==> config.mk <==
export PLATFORM = sky130hd
export DESIGN_NAME = seg_calc_n
export DESIGN_NICKNAME = d
export VERILOG_FILES = /design/src/rtl/seg_calc_n.sv
export SDC_FILE = /design/constraint.sdc
export NUM_CORES = 1
export LEC_CHECK = 0
export CAP_MARGIN = 20
export CELL_PAD_IN_SITES_DETAIL_PLACEMENT = 1
export CELL_PAD_IN_SITES_GLOBAL_PLACEMENT = 2
export CORE_ASPECT_RATIO = 0.7
export CORE_MARGIN = 4
export CORE_UTILIZATION = 39
export CTS_BUF_LIST = sky130_fd_sc_hd__clkbuf_8
export CTS_CLUSTER_DIAMETER = 40
export DETAILED_ROUTE_END_ITERATION = 10
export GPL_TIMING_DRIVEN = 0
export PLACE_DENSITY_LB_ADDON = 0.1
export REMOVE_ABC_BUFFERS = 1
export SYNTH_ARGS = -nofsm -noshare
export SYNTH_HDL_FRONTEND = slang
export SYNTH_SLANG_ARGS = --single-unit
==> constraint.sdc <==
create_clock -name clk -period 3.3 [get_ports clk]
set_clock_uncertainty 0.05 [all_clocks]
set_input_delay 0.495 -clock clk [delete_from_list [all_inputs] [get_ports clk]]
set_output_delay 0.495 -clock clk [all_outputs]
set_load 0.005 [all_outputs]
==> src/rtl/seg_calc_n.sv <==
// Two-operand add/subtract calculator driving a scanned hex seven-segment display.
// Operands are latched from switches on key pulses; calc produces {flag,R}; view selects what is shown.
module seg_calc_n #(
  parameter int WIDTH    = 8,
  parameter int DIGITS   = 3,
  parameter int SCAN_DIV = 50000
) (
  input  logic              clk,
  input  logic              rst,
  input  logic [WIDTH-1:0]  sw,
  input  logic              load_a,
  input  logic              load_b,
  input  logic              calc,
  input  logic              sub_mode,
  output logic [8:0]        seg_led,
  output logic [DIGITS-1:0] dig_sel,
  output logic              flag,
  output logic [1:0]        view
);

  localparam int PW = $clog2(SCAN_DIV);
  localparam int IW = (DIGITS > 1) ? $clog2(DIGITS) : 1;
  localparam int DW = DIGITS * 4;
  localparam logic [PW-1:0]     PRESC_MAX = PW'(SCAN_DIV - 1);
  localparam logic [IW-1:0]     LAST_IDX  = IW'(DIGITS - 1);
  localparam logic [DIGITS-1:0] DIG_RST   = ~(DIGITS'(1));

  typedef enum logic [1:0] {
    SHOW_A   = 2'd0,
    SHOW_B   = 2'd1,
    SHOW_RES = 2'd2
  } view_t;

  logic [WIDTH-1:0]  a_q, a_d, b_q, b_d, r_q, r_d;
  logic              flag_q, flag_d;
  view_t             view_q, view_d;
  logic [PW-1:0]     presc_q, presc_d;
  logic [IW-1:0]     idx_q, idx_d;
  logic [DIGITS-1:0] dig_sel_q, dig_sel_d;
  logic [8:0]        seg_q, seg_d;

  logic [WIDTH:0]    sum_w, diff_w;
  logic [DW-1:0]     disp_val;
  logic [3:0]        nib;
  logic              dp;

  function automatic logic [6:0] hex7(input logic [3:0] n);
    logic [6:0] c;
    c = 7'h00;
    case (n)
      4'h0: c = 7'h3F;  4'h1: c = 7'h06;  4'h2: c = 7'h5B;  4'h3: c = 7'h4F;
      4'h4: c = 7'h66;  4'h5: c = 7'h6D;  4'h6: c = 7'h7D;  4'h7: c = 7'h07;
      4'h8: c = 7'h7F;  4'h9: c = 7'h6F;  4'hA: c = 7'h77;  4'hB: c = 7'h7C;
      4'hC: c = 7'h39;  4'hD: c = 7'h5E;  4'hE: c = 7'h79;  default: c = 7'h71;
    endcase
    return c;
  endfunction

  // Key handling: calc wins over any load in the same cycle.
  // The borrow falls out as the top bit of a WIDTH+1-bit difference.
  always_comb begin
    a_d    = a_q;
    b_d    = b_q;
    r_d    = r_q;
    flag_d = flag_q;
    view_d = view_q;
    sum_w  = {1'b0, a_q} + {1'b0, b_q};
    diff_w = {1'b0, a_q} - {1'b0, b_q};
    if (calc) begin
      {flag_d, r_d} = sub_mode ? diff_w : sum_w;
      view_d        = SHOW_RES;
    end else begin
      if (load_a) begin
        a_d    = sw;
        view_d = SHOW_A;
      end
      if (load_b) begin
        b_d    = sw;
        view_d = SHOW_B;
      end
    end
  end

  // Scanning: seg_led and dig_sel both derive from idx_q on the same edge.
  always_comb begin
    presc_d   = (presc_q == PRESC_MAX) ? '0 : presc_q + 1'b1;
    idx_d     = idx_q;
    if (presc_q == PRESC_MAX)
      idx_d = (idx_q == LAST_IDX) ? '0 : idx_q + 1'b1;
    dig_sel_d        = '1;
    dig_sel_d[idx_q] = 1'b0;
    disp_val = '0;
    case (view_q)
      SHOW_A:   disp_val[WIDTH-1:0] = a_q;
      SHOW_B:   disp_val[WIDTH-1:0] = b_q;
      SHOW_RES: disp_val[WIDTH:0]   = {flag_q, r_q};
      default:  disp_val = '0;
    endcase
    nib   = disp_val[idx_q*4 +: 4];
    dp    = (idx_q == LAST_IDX) && (view_q == SHOW_RES) && flag_q;
    seg_d = {1'b0, dp, hex7(nib)};
  end

  always_ff @(posedge clk or negedge rst) begin
    if (!rst) begin
      a_q       <= '0;
      b_q       <= '0;
      r_q       <= '0;
      flag_q    <= 1'b0;
      view_q    <= SHOW_A;
      presc_q   <= '0;
      idx_q     <= '0;
      dig_sel_q <= DIG_RST;
      seg_q     <= 9'h03F;
    end else begin
      a_q       <= a_d;
      b_q       <= b_d;
      r_q       <= r_d;
      flag_q    <= flag_d;
      view_q    <= view_d;
      presc_q   <= presc_d;
      idx_q     <= idx_d;
      dig_sel_q <= dig_sel_d;
      seg_q     <= seg_d;
    end
  end

  assign seg_led = seg_q;
  assign dig_sel = dig_sel_q;
  assign flag    = flag_q;
  assign view    = view_q;

endmodule

==> results by group <==
Layout
  • P&R area growth vs syn: 15.98%
  • Commonest non-fill, non-tap cell in the layout: dfrtp_1
  • Antenna cells: 0
  • Most frequent cells in the layout: dfrtp_1 (48), clkdlybuf4s50_1 (26), nor2_1 (25)
  • Layout net count: 360
  • Share of cells above drive strength 1: 0.1398
  • Finished Cell Area: 3650 sq um

STA
  • Setup WS post-layout: 211.2 ps
  • Final setup vio count: 0
  • Pins Over Slew Limit: 0
  • Maximum clock frequency: 323.8 MHz
  • Fin crit period: 3089 ps
  • RSZ-0062 raised after global routing: false
  • Final hold vios: 0
  • Hold Slack: 73.34 ps
  • Final Cycle Share: 0.9360
  • Max transition margin: 0.4032
  • Worst-Margin Slew: 892.0 ps

Floorplan
  • DIE AREA: 9593 sq um
  • Core Region: 7871 sq um
  • Die W: 115.4 um
  • Starting density of the core: 0.3998
  • Row count: 27
  • Die Y: 83.16 um
  • Top Ports: 29

Clocking
  • Cts bufs inserted: 5
  • Hold_buf cts: 0
  • Reg clk slew, reported paths: 110 ps
  • Skew-Pair Late Insertion Delay: 320 ps
  • Post-cts gate resize count: 0
  • H-tree depth: 2
  • Total clock sinks: 56
  • TritonCTS clock tree: built
  • Post-CTS Setup Inserts: 0
  • Root Buffer: clkbuf_8
  • Max clock buf depth: 2

Synth
  • Syn avg cell area: 10.45 sq um
  • Yosys warning count: 0
  • Largest area contributor in the netlist: dfrtp_1
  • Top-area cell type share of the netlist area: 0.3817
  • Cell variety after synth: 55
  • Mapped cell area: 3147 sq um
  • Post-synth ARST share: 1.000
  • Post-synth top flop: dfrtp_1
  • Post-synth EDFFs: 0
  • Sequential area share after synthesis: 0.4485
  • #FFs+latches synth: 56
  • Top cells by area, synth: dfrtp_1 (38%), ha_1 (6.8%), dfstp_2 (6.7%), mux2_2 (6.1%), xnor2_1 (3.6%)
  • Syn Inst Count: 301

Placement
  • RePlAce Congestion: 0.7358
  • Placed cell areas: 3523 sq um
  • Dpl ws: -316.6 ps
  • DP Wirelength: 5.435 mm
  • Port bufs: 27

Run
  • MaxCap Viol Count: 0

Critical path
  • Critical Path RT: 3470 ps
  • Endpoint type of the worst setup path: flip-flop
  • CP Class: input pin to flip-flop
  • R2R depth: 9
  • Largest fanout on the critical path: 8
  • Reg-to-Reg End: flag
  • Worst r2r src: b_q[0]
  • Reg2reg setup slack: 360 ps
  • Crit start category: input pin
  • Arrival time at the worst endpoint: 3260 ps

Power
  • PD cells: 567.0 nW/um^2
  • Tot Pwr: 2.069 mW
  • Leakage power: 1.605 nW
  • VDD IR-drop max: 0.0002470 V

Drt
  • DRT iter0 DRCs: 91
  • Final ANT Viol Nets: 0
  • Final WL: 7.181 mm
  • Drt pass-1 iters: 4
  • Vias: 2290
  • Post-route DRC: 0
  • Routed vias/inst: 5.326
  • Average wire per standard cell: 16.70 um

Outcome
  • Status: finished clean

GRT
  • Gr ovfl total: 0
  • Largest net degree at the start of global routing: 37
  • Vias in the first global route: 2362
  • First-pass GRT wire length: 12.24 mm
  • GRT Resource Usage Total: 0.1608
  • Initial antenna violation count: 0

Hold path
  • Worst hold path class: input pin to async pin
stage by stage:
stage	setup TNS, ps	std cells	utilization
after floorplan	0	292	-
after detailed placement	-491.6	422	0.4476
final	0	430	0.4637
after global routing	0	430	0.4637
after global placement	-10960	420	0.4440
after CTS	0	430	0.4637
synth_stat cells (8+ instances only):
cell,count
dfrtp_1,48
dfstp_2,8
ha_1,17
inv_1,21
mux2_2,17
mux2i_1,10
nand2_1,19
nand3_1,11
nor2_1,25
nor3_1,8
o21ai_0,13
xnor2_1,13
xor2_1,9
metal layers:
layer	up-vias	GRT usage	wire, um
li1	1110	-	-
met2	39	0.2311	2965
met3	6	0.03350	283
met1	1135	0.2471	3868
met5	-	0	0
met4	0	0.03518	63
power by group:
part	switching, mW	total [mW]	internal [mW]
Combinational	0.329	0.674	0.345
Sequential	0.0782	0.892	0.814
Clock	0.235	0.503	0.268
Total	0.642	2.07	1.43
registers in the layout, indices dropped and copies added (netlist names):
register / count
flag: 1
r_q: 8
presc_q: 16
dig_sel: 3
seg_led: 8
b_q: 8
view: 2
a_q: 8
idx_q: 2
worst max-delay path by stage:
stage	slack, ps	end	start
after detailed placement	-320	flag	sub_mode
final	210	flag	sub_mode
after global routing	80	flag	sub_mode
after global placement	-250	flag	sub_mode
after floorplan	750	flag	b_q[0]
after CTS	40	flag	sub_mode
final cells by class:
type	count	area, sq um
clock buffer	7	96.34
clock inverter	1	30.03
fill	895	4222
inverter	22	82.58
multi-input combinational	214	1610
sequential	56	1411
tap	101	126.4
timing repair buffer	29	292.8
kinds of logic after synthesis:
logic type	count (synthesis)	synth area share
AND/OR/NAND/NOR	90	0.1423
AO/OA/AOI/OAI	53	0.1229
other	1	0.001192
flip-flops	56	0.4485
multiplexers	30	0.1081
XOR/XNOR	22	0.06123
buffers and inverters	31	0.04175
adder cells (fa/ha/maj)	18	0.07396
critical path: stages:
cell and delay, ps:
clkdlybuf4s50_1 660, mux2_2 420, fa_1 450, nor2b_1 130
o21ai_0 130, a21boi_1 470, o21ai_0 190, a221o_1 310
No activity file was read; power rests on OpenSTA's default activity.
